[src/rtl/dm_pkg.sv]
// Shared constants and FSM state encoding for the data-memory DMA engine.
// The FILL state exists only when DM_DMA_FILL_EN is defined.
package dm_pkg;

   localparam int DM_AW = 10;
   localparam int DM_DW = 32;

   typedef enum logic [2:0] {
      S_IDLE,
      S_RD,
      S_WR,
`ifdef DM_DMA_FILL_EN
      S_FILL,
`endif
      S_DONE
   } dm_state_e;

endpackage

[src/rtl/dm_dma_if.sv]
// Request and data-memory signals of the DMA engine; master = the engine,
// slave = the requester plus the memory it drives.
interface dm_dma_if #(
   parameter int AW = 10,
   parameter int DW = 32
);
   logic          start;
   logic          mode;
   logic [AW-1:0] src;
   logic [AW-1:0] dst;
   logic [AW:0]   len;
   logic [DW-1:0] fill_data;
   logic          busy;
   logic          done;
   logic [AW-1:0] mem_addr;
   logic [DW-1:0] mem_din;
   logic          mem_we;
   logic [DW-1:0] mem_dout;

   modport master (
      input  start, mode, src, dst, len, fill_data, mem_dout,
      output busy, done, mem_addr, mem_din, mem_we
   );

   modport slave (
      output start, mode, src, dst, len, fill_data, mem_dout,
      input  busy, done, mem_addr, mem_din, mem_we
   );
endinterface

[src/rtl/dm_dma.sv]
// Word-copy DMA over a single-port data memory, 2 cycles per word (read, write).
// Define DM_DMA_FILL_EN to add a 1-cycle-per-word pattern fill (mode=1).
module dm_dma
   import dm_pkg::*;
#(
   parameter int AW = DM_AW,
   parameter int DW = DM_DW
) (
   input logic         clk,
   input logic         rst,
   dm_dma_if.master    bus
);

   dm_state_e     state_q;
   logic [AW-1:0] src_q, dst_q, src_d, dst_d;
   logic [AW:0]   cnt_q, cnt_d;
   logic [DW-1:0] data_q;
   logic          busy_q, done_q, we_q;
   logic [AW-1:0] addr_q;
   logic [DW-1:0] din_q;
   logic          last;
`ifdef DM_DMA_FILL_EN
   logic [DW-1:0] fill_q;
`endif

   // Pointers wrap naturally at 2^AW.
   assign src_d = src_q + 1'b1;
   assign dst_d = dst_q + 1'b1;
   assign cnt_d = cnt_q - 1'b1;
   assign last  = (cnt_q == {{AW{1'b0}}, 1'b1});

   assign bus.busy     = busy_q;
   assign bus.done     = done_q;
   assign bus.mem_we   = we_q;
   assign bus.mem_addr = addr_q;
   assign bus.mem_din  = din_q;

   always_ff @(posedge clk or posedge rst) begin
      if (rst) begin
         state_q <= S_IDLE;
         src_q   <= '0;
         dst_q   <= '0;
         cnt_q   <= '0;
         data_q  <= '0;
         busy_q  <= 1'b0;
         done_q  <= 1'b0;
         we_q    <= 1'b0;
         addr_q  <= '0;
         din_q   <= '0;
`ifdef DM_DMA_FILL_EN
         fill_q  <= '0;
`endif
      end else begin
         done_q <= 1'b0;
         unique case (state_q)
            S_IDLE: begin
               if (bus.start) begin
                  src_q <= bus.src;
                  dst_q <= bus.dst;
                  cnt_q <= bus.len;
`ifdef DM_DMA_FILL_EN
                  fill_q <= bus.fill_data;
`endif
                  if (bus.len == '0) begin
                     state_q <= S_DONE;
                     done_q  <= 1'b1;
`ifdef DM_DMA_FILL_EN
                  end else if (bus.mode) begin
                     state_q <= S_FILL;
                     busy_q  <= 1'b1;
                     we_q    <= 1'b1;
                     addr_q  <= bus.dst;
                     din_q   <= bus.fill_data;
`endif
                  end else begin
                     state_q <= S_RD;
                     busy_q  <= 1'b1;
                     addr_q  <= bus.src;
                  end
               end
            end
            S_RD: begin
               data_q  <= bus.mem_dout;
               din_q   <= bus.mem_dout;
               addr_q  <= dst_q;
               we_q    <= 1'b1;
               state_q <= S_WR;
            end
            S_WR: begin
               src_q <= src_d;
               dst_q <= dst_d;
               cnt_q <= cnt_d;
               we_q  <= 1'b0;
               if (last) begin
                  state_q <= S_DONE;
                  busy_q  <= 1'b0;
                  done_q  <= 1'b1;
               end else begin
                  state_q <= S_RD;
                  addr_q  <= src_d;
               end
            end
`ifdef DM_DMA_FILL_EN
            S_FILL: begin
               dst_q <= dst_d;
               cnt_q <= cnt_d;
               if (last) begin
                  state_q <= S_DONE;
                  busy_q  <= 1'b0;
                  done_q  <= 1'b1;
                  we_q    <= 1'b0;
                  din_q   <= data_q;
               end else begin
                  addr_q <= dst_d;
                  din_q  <= fill_q;
               end
            end
`endif
            S_DONE:  state_q <= S_IDLE;
            default: state_q <= S_IDLE;
         endcase
      end
   end

endmodule

[src/flat_wrapper.sv]
// flat-port wrapper written by rule: the top's interface ports become plain ports
module dm_dma_flat import dm_pkg::*;
#(
   parameter int AW = DM_AW,
   parameter int DW = DM_DW
)
  (clk, rst, bus_start, bus_mode, bus_src, bus_dst, bus_len, bus_fill_data, bus_mem_dout, bus_busy, bus_done, bus_mem_addr, bus_mem_din, bus_mem_we);
  dm_dma_if #(.AW(AW), .DW(DW)) bus_i ();
  input logic clk;
  input logic rst;
  input wire logic [$bits(bus_i.start)-1:0] bus_start;
  input wire logic [$bits(bus_i.mode)-1:0] bus_mode;
  input wire logic [$bits(bus_i.src)-1:0] bus_src;
  input wire logic [$bits(bus_i.dst)-1:0] bus_dst;
  input wire logic [$bits(bus_i.len)-1:0] bus_len;
  input wire logic [$bits(bus_i.fill_data)-1:0] bus_fill_data;
  input wire logic [$bits(bus_i.mem_dout)-1:0] bus_mem_dout;
  output wire logic [$bits(bus_i.busy)-1:0] bus_busy;
  output wire logic [$bits(bus_i.done)-1:0] bus_done;
  output wire logic [$bits(bus_i.mem_addr)-1:0] bus_mem_addr;
  output wire logic [$bits(bus_i.mem_din)-1:0] bus_mem_din;
  output wire logic [$bits(bus_i.mem_we)-1:0] bus_mem_we;
  assign bus_i.start = bus_start;
  assign bus_i.mode = bus_mode;
  assign bus_i.src = bus_src;
  assign bus_i.dst = bus_dst;
  assign bus_i.len = bus_len;
  assign bus_i.fill_data = bus_fill_data;
  assign bus_i.mem_dout = bus_mem_dout;
  assign bus_busy = bus_i.busy;
  assign bus_done = bus_i.done;
  assign bus_mem_addr = bus_i.mem_addr;
  assign bus_mem_din = bus_i.mem_din;
  assign bus_mem_we = bus_i.mem_we;
  dm_dma #(.AW(AW), .DW(DW)) u_core (.clk(clk), .rst(rst), .bus(bus_i));
endmodule
[config.mk]
export PLATFORM = sky130hd
export DESIGN_NAME = dm_dma_flat
export DESIGN_NICKNAME = d
export VERILOG_FILES = /design/src/rtl/dm_pkg.sv /design/src/rtl/dm_dma_if.sv /design/src/rtl/dm_dma.sv /design/src/flat_wrapper.sv
export SDC_FILE = /design/constraint.sdc
export NUM_CORES = 1
export LEC_CHECK = 0
export ABC_AREA = 0
export CORE_UTILIZATION = 57
export DETAILED_ROUTE_END_ITERATION = 16
export DONT_BUFFER_PORTS = 1
export HOLD_SLACK_MARGIN = 0.02
export PLACE_DENSITY = 0.74
export SETUP_SLACK_MARGIN = 0.1
export SYNTH_ARGS = -nofsm -noshare
export SYNTH_HDL_FRONTEND = slang
export SYNTH_SLANG_ARGS = --single-unit
[constraint.sdc]
create_clock -name clk -period 2.85 [get_ports clk]
set_input_delay 0.285 -clock clk [delete_from_list [all_inputs] [get_ports clk]]
set_output_delay 0.285 -clock clk [all_outputs]
set_load 0.01 [all_outputs]
Word-level counts from Yosys, hierarchy flattened
Cells that the tools add are included.
- $add $sub $neg: 3
- eq/ne operators: 7
- reduce and logical (&&, ||, !) cells: 8
- divide/modulo/power cells: 0
- bitwise logic cells: 0
- muxes and demuxes: 23
- multiply operators: 0
- magnitude comparators: 0
- shift operators: 0
- operators with widths (operator ; count):
    $mux W10 ; 5
    $pmux W10 S2 ; 2
    $pmux W10 S3 ; 1
    $pmux W11 S2 ; 1
    $add A10 B1 Y10 const B ; 2
    $eq A11 B1 Y1 const B ; 1
    $logic_not A11 Y1 ; 1
    $mux W11 ; 1
    $sub A11 B1 Y11 const B ; 1
    $pmux W3 S3 ; 1
    $reduce_and A4 Y1 ; 2
    $mux W1 ; 6
    $ne A2 B2 Y1 const B ; 3
    $pmux W1 S2 ; 3
    $mux W2 ; 2
    $reduce_bool A2 Y1 ; 2
    $eq A3 B1 Y1 const B ; 1
    $eq A3 B2 Y1 const B ; 1
    $logic_not A3 Y1 ; 1
    $mux W3 ; 1
    $reduce_bool A3 Y1 ; 1
    $ne A2 B1 Y1 const B ; 1
    $reduce_and A2 Y1 ; 1
- ROM bits: 0
- memories: 0
- memory bits (writable): 0
- bits of input ports: 99
- bits in latches: 0
- bits in registers: 79
- output and inout port bits: 45

Depth between registers and ports, before layout
Gate-level depths: netlist (run 1).
- word-level depth: 4
- depth in mapped cells: 8
- mapped depth without buffers: 6

Worst setup path after synthesis (run 1)
Ideal clock, no wire load.
- path type: register to register
- start point: reg u_core.state_q[0]
- end point: reg u_core.addr_q[3], in the netlist u_core.bus.mem_addr[3]
- slack: 1022 ps
- data arrival time: 1703 ps
- library setup time: 125 ps
- clock period less this slack: 1828 ps
- stages on the path, launching flop included: 7
- buffers on the path: 0
- cells stage by stage: dfrtp_1 -> inv_1 -> ha_1 -> nor4b_1 -> nand3_1 -> nand3_4 -> mux2_4
- cells in the longest elaborated chain, start to end: 3
- elaborated cells between the ends (all ways): 9
- ends and longest elaborated chain (item ; line ; text):
    start: declaration ; dm_dma.sv:14 ; dm_state_e state_q;
    start signal: assignment ; dm_dma.sv:40 ; state_q <= S_IDLE;
    start signal: assignment ; dm_dma.sv:65 ; state_q <= S_DONE;
    start signal: assignment ; dm_dma.sv:76 ; state_q <= S_RD;
    $eq A3 B2 Y1, or another cell as far along ; dm_dma.sv:55 ; unique case (state_q)
    $ne A2 B2 Y1 (no line) / $reduce_bool A3 Y1 (equally long branches) ; n/a ;
    $reduce_and A4 Y1 (no line) ; n/a ;
    end signal: assignment ; dm_dma.sv:78 ; addr_q <= bus.src;
    end signal: assignment ; dm_dma.sv:85 ; addr_q <= dst_q;
    end signal: assignment ; dm_dma.sv:100 ; addr_q <= src_d;
    end: declaration ; dm_dma.sv:19 ; logic [AW-1:0] addr_q;
Several ways; a longest one is shown, not always the timed one.
A chain may end at the register's enable or synchronous reset.

Worst setup path after layout (run 1)
- start point: reg u_core.state_q[0]
- end point: reg u_core.src_q[8]
- cells in the longest elaborated chain, start to end: 3
- elaborated cells between the ends (all ways): 6
- ends and longest elaborated chain (item ; line ; text):
    $eq A3 B2 Y1 / $logic_not A3 Y1 (equally long branches) ; dm_dma.sv:55 ;
    $reduce_bool A2 Y1 (no line) / $ne A2 B2 Y1 (equally long branches) ; n/a ;
    $reduce_and A2 Y1 (no line) ; n/a ;
    end signal: assignment ; dm_dma.sv:58 ; src_q <= bus.src;
    end signal: assignment ; dm_dma.sv:90 ; src_q <= src_d;
    end: declaration ; dm_dma.sv:15 ; logic [AW-1:0] src_q, dst_q, src_d, dst_d;
Several ways; a longest one is shown, not always the timed one.

==> out/summary.md, run 1 <==
In this run the remaining antenna-violating nets after routing total 0. After Yosys synthesis, and, or, nand and nor cells account for 14.2% of the synthesized area. The run gives 0 ns as the setup TNS. The run gives 42.6% as the part of the total power dissipated in combinational logic. The average instance area after synthesis came out at 10.4 sq um. The worst path needs 2.15 ns of the cycle, external delays included.

The run gives 2.36 mW as the net switching component of the power. Internal power comes to 3.24 mW. The post-synthesis register bit count works out to 78. The later pin in the worst-skew pair is clocked with a latency of 0.35 ns. Counting the fill cells in the layout gives 564. After Yosys synthesis, XOR and XNOR cells account for 0.210% of the synthesized area. Setup violations remaining at the end of the flow were counted as 0.

Kind of end point of the critical path: a flop. The logs give 6940 sq um for the area inside the core boundary and 6380 um for the HPWL after detailed placement. The logs give 24.7% for the overall global routing resource usage and 0.00938 ns for the final setup skew. The final clock period utilization by the worst path was 75.5%; the area after detailed placement was 4240 sq um. The cell area that synthesis handed to floorplanning was 4170 sq um. The number of enable-type register cells in the synthesized netlist is 0. The met3 layer usage reported by global route was 5.56%; the sequential share of power was 42.8%. The logs give 2,900 for the via count of the first global-routing pass and 0 for the number of antenna violations at the first check in global routing. The flow ran to the end, and the final reports show no timing, DRC or antenna violations.

The met1 track utilization from global routing is 33.6%, and the share of the synthesized area in compound gates (AO/OA/AOI/OAI) is 16.2%. The number of I/O port buffers is 0. The critical path is of the reg -> reg type. Largest family of logic cells by synthesized area: multiplexers. The library cells used most frequently in the layout, excluding fill and tap cells, are sky130_fd_sc_hd__dfrtp_1, sky130_fd_sc_hd__a21oi_1, sky130_fd_sc_hd__mux2_2.

The tools report the total via count after detailed routing as 3,114. Across all setup checks in the final design, the least slack found is 0.700 ns. In this run the power density over the cells is 1260 nW/um^2. The run gives 9100 um as the final routed wirelength across all metal layers. The final-report max-slew violation count came out at 0. At the end of routability-driven placement, the weighted congestion stood at 0.822. For this run the aggregate overflow at the end of global routing stands at 0. From synthesis to final layout, the design area changed by 6.48%. The pin count of the biggest net entering global routing came out at 53. The post-route worst hold slack is 0.0808 ns, and the number of antenna repair diodes is 0.

The layer carrying the most global-route usage was met2. The first-pass GRT wire length was 14,400 um. The proportion of synthesized area in mux cells came out at 16.5%. The width of the die came out at 87.6 um.

STA classifies the critical path startpoint as a flop. The floorplan has 30 rows. The finished cells cover 4440 sq um. The worst-case setup slack after placement is 0.720 ns.

For this run, global-route usage on met2 was measured as 39.2%. The number of iterations in the first detailed-routing pass came out at 4. The maximum net fanout on the critical path came out at 24. In this run the worst hold path is classified as in -> reg. Synthesis instantiated 54 different standard cells from the library. At the pin with the least slew margin, the transition time is 0.659 ns.

Max-cap violations in this run came to 0. After clock tree synthesis, the clock-pin slew on the worst setup and hold paths is 0.09 ns. Count of warnings emitted by yosys: 0. Setup repair after global routing left no endpoint under its margin. Buffers inserted during clock tree synthesis total 9. Peak clock frequency supported by timing: 465 MHz. TritonCTS built the clock tree. Most common cell after layout, fill and taps aside: sky130_fd_sc_hd__dfrtp_1.

Adder and majority gate portion of the synthesized area: 2.40%. Clock tree synthesis selected as its root buffer the cell sky130_fd_sc_hd__clkbuf_8. The final hold violation count was 0; the switching share of power was 42.1%. The logs give 64.0% for the final core area utilization and 2.36 ns for the critical path arrival.

Pin placement for this block handled 144 I/O pins. The starting DRC count in detailed routing was 189. Dominant synthesized flop cell: sky130_fd_sc_hd__dfrtp_1. The number of sinks on the clock net was 78. Via-per-instance ratio: 6.28. For this run, design rule violations remaining after detail routing come to 0. The async set or reset register ratio after synthesis was 100%; the initial core utilization was 60.1%.

From bottom edge to top edge, the die measures 87.6 um. The tools report the gate count after technology mapping as 401. The run gives 549 uV as the maximum resistive drop on vdd. The clock network burns 14.6% of the power. Hold-fix buffer count after cts: 1. Worst-case headroom to the max-slew limit: 56.0%.

Buffers added to address setup during post-CTS repair amount to 0. The die covers 7670 sq um. The number of nets in the synthesized netlist is 508. The net count of the finished layout is 502.

The proportion of layout cells with a drive suffix above 1 works out to 20.5%. STA puts the critical path data required time at 3.06 ns. After detailed routing, the average wire length per cell comes to 18.3 um.

The leakage power of the design came out at 1.79 nW. Gates resized during post-CTS repair numbered 0. Summing the sequential cell areas from Yosys gives 46.8% of the chip area.

In this run the number of H-tree levels came out at 3. The tools report the buffer depth of the longest clock path as 2.
-- cells in the mapped netlist, types with 2 or more instances --
cell type	n	area, sq um
sky130_fd_sc_hd__a21bo_2	2	20.0
sky130_fd_sc_hd__a21oi_1	43	215
sky130_fd_sc_hd__a22o_1	2	17.5
sky130_fd_sc_hd__a22oi_1	2	15.0
sky130_fd_sc_hd__a2bb2oi_1	2	17.5
sky130_fd_sc_hd__a31o_2	2	17.5
sky130_fd_sc_hd__a31oi_1	4	25.0
sky130_fd_sc_hd__a41oi_1	3	26.3
sky130_fd_sc_hd__and3_1	2	12.5
sky130_fd_sc_hd__and4_1	2	17.5
sky130_fd_sc_hd__buf_1	3	11.3
sky130_fd_sc_hd__buf_2	15	75.1
sky130_fd_sc_hd__clkbuf_1	8	30.0
sky130_fd_sc_hd__dfrtp_1	78	1950
sky130_fd_sc_hd__ha_1	8	100
sky130_fd_sc_hd__inv_1	10	37.5
sky130_fd_sc_hd__mux2_2	34	383
sky130_fd_sc_hd__mux2_4	9	135
sky130_fd_sc_hd__mux2i_1	17	170
sky130_fd_sc_hd__nand2_1	27	101
sky130_fd_sc_hd__nand2b_1	3	18.8
sky130_fd_sc_hd__nand3_1	18	90.1
sky130_fd_sc_hd__nand3b_1	2	15.0
sky130_fd_sc_hd__nand4_1	5	31.3
sky130_fd_sc_hd__nor2_1	20	75.1
sky130_fd_sc_hd__nor2b_1	2	12.5
sky130_fd_sc_hd__nor3_1	4	20.0
sky130_fd_sc_hd__nor4_1	4	25.0
sky130_fd_sc_hd__nor4b_1	2	17.5
sky130_fd_sc_hd__o211ai_1	3	22.5
sky130_fd_sc_hd__o21ai_0	22	110
sky130_fd_sc_hd__o22a_1	2	17.5
sky130_fd_sc_hd__o22ai_1	14	87.6
sky130_fd_sc_hd__o31ai_1	2	15.0
sky130_fd_sc_hd__o32ai_1	2	17.5
sky130_fd_sc_hd__or3_1	4	25.0
sky130_fd_sc_hd__or4_4	2	22.5
-- metrics by stage --
stage	cells	total power, mW
detailed placement	479	4.79
finish	496	5.60
CTS	496	5.61
global route	496	6.02
floorplan	401	4.27
global placement	479	4.65
-- worst max-delay path, stage by stage (launching register included) --
cell	delay [ns]
sky130_fd_sc_hd__dfrtp_1	0.39
sky130_fd_sc_hd__inv_1	0.09
sky130_fd_sc_hd__ha_1	0.28
sky130_fd_sc_hd__mux2_2	0.53
sky130_fd_sc_hd__buf_4	0.36
sky130_fd_sc_hd__nand2_1	0.09
sky130_fd_sc_hd__mux2i_1	0.17
sky130_fd_sc_hd__a21oi_1	0.10
-- sequential cells by signal (all words and copies together), names as in the netlist --
name	count
u_core.bus.mem_din	32
u_core.cnt_q	11
u_core.bus.mem_addr	10
u_core.dst_q	10
u_core.src_q	10
u_core.state_q	2
u_core.bus.busy	1
u_core.bus.done	1
u_core.bus.mem_we	1
-- path summary, 6_finish.rpt --
| check | startpoint | end | slack, ns | cells past startpoint |
|---|---|---|---|---|
| min | bus_mem_dout[2] | u_core.bus.mem_din[2] | 0.08 | 1 |
| max in group asynchronous | rst | u_core.bus.mem_din[20] | 1.65 | 3 |
| min reg2reg | u_core.dst_q[0] | u_core.dst_q[0] | 0.57 | 1 |
| max reg2reg | u_core.state_q[0] | u_core.src_q[8] | 0.70 | 7 |
| max | u_core.state_q[0] | u_core.src_q[8] | 0.70 | 7 |
| min in group asynchronous | rst | u_core.bus.mem_din[17] | 0.46 | 2 |
-- power by group through the flow --
| stage | combinational [mW] | clock [mW] | sequential (mW) |
|---|---|---|---|
| 6_report | 2.39 | 0.815 | 2.40 |
| 5_1_grt | 2.65 | 0.874 | 2.50 |
| 4_1_cts | 2.39 | 0.823 | 2.39 |
| 3_5_place_dp | 2.38 | 0 | 2.41 |
| 3_3_place_gp | 2.28 | 0 | 2.37 |
| 2_1_floorplan | 2.05 | 0 | 2.22 |
-- layer usage --
metal | vias up | wire (um)
met1 | 1512 | 4090
met3 | 13 | 592
met2 | 119 | 4300
met4 | 0 | 115
li1 | 1470 | -
met5 | - | 0
-- cells by family after synthesis --
family          after synthesis
simple gates                106
fa+ha+maj                     8
xor+xnor                      1
mux                          60
buf+inv                      37
flops                        78
compound gates              111
-- area by class of cell --
type / instances / area [sq um] / share of cell area (%)
clock buffer: 10 / 128 / 2.87
clock inverter: 6 / 62.6 / 1.41
inverter: 11 / 42.5 / 0.957
multi-input combinational: 286 / 2070 / 46.6
sequential: 78 / 1950 / 43.9
tap: 96 / 120 / 2.70
timing repair buffer: 9 / 70.1 / 1.58
(Power assumes the default switching activity.)
==> inputs of run 2 (changes only) <==
- PLACE_DENSITY: 0.74 -> 0.77
- clock period: 2.85 -> 1.9 ns (I/O delays scaled with it)
==> run 2 against run 1 <==
Effect of this change:
- sequential cell count unchanged
- global-route usage grew 2.3 points
- sequential power up 51%
- sequential share of layout area fell by 5.1 points
- register-to-register slack worse by 0.57 ns
- critical path type unchanged
- largest cell class unchanged
- wire length is 11% higher
==> out/summary.md, run 2 (synthesis gave the netlist of run 1 again) <==
The logs give 0 for the final hold violation count and 194 for the starting DRC count in detailed routing. During I/O placement, the number of pins put on the boundary was 144. The buffer depth of the longest clock path came out at 2. The layout net count was 551. The critical path contains buffers and inverters numbering 0 combined. Dividing total power by cell area gives a power density of 1780 nW/um^2. The proportion of layout cells with a drive suffix above 1 works out to 23.5%. Entering global routing, the biggest net connects 37 pins. Buffers added to address setup during post-CTS repair amount to 0.

VDD sags by at most 785 uV. Setup repair after global routing could not meet its margin everywhere. The critical path data required time was 2.13 ns; the die outline area was 7670 sq um.

The type of the setup path with the least slack was reg -> reg. Hold is met by 0.0297 ns. The logs give 3,177 for the via count of the first global-routing pass and 6940 sq um for the area inside the core boundary. The min-delay analysis places its worst path in the category in -> reg. Detailed placement finished with a half-perimeter wire length of 6640 um. The number of antenna diodes in the final layout is 0. Relative to the synthesized area, the layout overhead comes to 20.6%. The number of setup violations in the final report is 0, and the number of antenna violations at the first check in global routing is 0. The final clock period utilization by the worst path is 93.1%, and the maximum level of the CTS H-tree is 3.

Traced cell by cell, the critical path runs through nor4_4, nand4_2, nand3_4, mux2_4. The flow ran to the end, and the final reports show no timing, DRC or antenna violations. For the total DRC errors in the routed layout, the log shows 0. Prior to clock tree synthesis, the placed netlist has a worst setup slack of 0.0220 ns. Using the TritonRoute via totals, the vias-per-cell ratio works out to 6.17. For this run, the total global-route usage over all layers was measured as 27.1%.

The number of buffers created by CTS was 9; the initial core utilization was 60.1%. In the layout the commonest cells are sky130_fd_sc_hd__dfrtp_1, sky130_fd_sc_hd__a21oi_1, sky130_fd_sc_hd__mux2_2, sky130_fd_sc_hd__dlygate4sd3_1, sky130_fd_sc_hd__nand2_1. The tools report the final routed wirelength across all metal layers as 10,100 um. The first global-routing pass estimated 15,800 um of wire. The tool flagged a number of max-cap violations equal to 0.

The total overflow left after global routing is 0. For this run, the slowest stage of the critical path takes 0.48 ns. The post-route minimum period was 1.77 ns. Among all stages on the critical path, the largest delay is contributed by sky130_fd_sc_hd__dfrtp_1. The register with the most flip-flops in the layout has 32 of them. The tools report the kind of end point of the critical path as a flop. The logs give 0.131 ns for the final critical-path setup slack and 72.5% for the final core area utilization.

Clock-pin transition on the worst setup and hold timing paths: 0.08 ns. Kind of cell adding the most delay to the critical path: simple AND/OR/NAND/NOR gates. The wire length per cell was 18.6 um. The clock root buffer master was sky130_fd_sc_hd__clkbuf_8. Based on the critical path, the design can be clocked at up to 565 MHz. For the routability congestion estimate, the log shows 0.870. The category of the worst setup path launch point is a flop. For the final-report max-slew violation count, the log shows 0. For this design the static power due to leakage is 2.04 nW. The y dimension of the die is 87.6 um, and the number of I/O port buffers is 0. The site row count came out at 30. The number of sinks on the clock net is 78, and the source-to-sink clock delay at the later pin of the worst-skew pair is 0.34 ns. TritonCTS built the clock tree.

The total via count after detailed routing was 3,348. For the final setup skew, the log shows 0.0118 ns. For the worst setup path, the data arrival time is 2.00 ns. For the final routed database, the setup TNS stands at 0 ns. At the pin with the least slew margin, the transition time is 0.650 ns. The library cell used most frequently in the layout, excluding fill and tap cells, is sky130_fd_sc_hd__dfrtp_1. Along the worst path, the maximum fanout reaches 7.

The worst-case headroom to the max-slew limit came out at 56.3%. In this run the remaining antenna-violating nets after routing total 0. The width of the die was 87.6 um; the number of iterations in the first detailed-routing pass was 4.
==> run 2: cell count changes in the layout (fill, tap and decap cells not counted), sizes merged <==
cell and delta:
clkinvlp -2, nand3 +1, dlygate4sd3 +33, buf +15
==> run 2: layout make-up <==
class                      instances  area (sq um)
multi-input combinational        287          2170
sequential                        78          1950
fill                             462          1910
timing repair buffer              57           562
clock buffer                      10           138
tap                               96           120
clock inverter                     4          48.8
inverter                          11          45.0
==> run 2: path summary, 6_finish.rpt <==
kind,from,endpoint,slack [ns],cells past startpoint
worst max register to register,u_core.cnt_q[4],u_core.bus.mem_addr[8],0.13,4
min in group asynchronous,rst,u_core.bus.mem_din[2],0.42,2
worst max-delay path,u_core.cnt_q[4],u_core.bus.mem_addr[8],0.13,4
worst min-delay path,bus_len[9],u_core.cnt_q[9],0.03,2
max in group asynchronous,rst,u_core.cnt_q[8],0.88,3
worst min register to register,u_core.bus.mem_din[24],u_core.bus.mem_din[24],0.58,1
==> run 2: per-stage QoR <==
stage          area [sq um]  power [mW]  cells
6_report               5030        8.94    543
5_1_grt                5030        9.52    543
4_1_cts                4990        8.81    543
3_5_place_dp           4400        7.46    494
3_3_place_gp           4400        7.23    494
2_1_floorplan          4180        6.40    401
==> run 2: power by group <==
part / switching [mW] / internal (mW)
registers: 1.11 / 2.50
logic: 2.01 / 2.12
clock network: 0.566 / 0.626
total: 3.69 / 5.25
==> run 2: timing repair <==
action,4_1_cts,5_1_grt
endpoints found under the setup margin,18,21
hold buffers,34,0
endpoints found under the hold margin,61,0
pin swaps,0,3
resized for setup,9,8
gates cloned,1,0
==> run 2: metal layers <==
| layer | GRT usage (%) | share of wire, % |
|---|---|---|
| met2 | 43.3 | 47 |
| met1 | 35.8 | 43 |
| met4 | 9.39 | 1.3 |
| met5 | 0 | 0 |
| met3 | 7.35 | 9.1 |
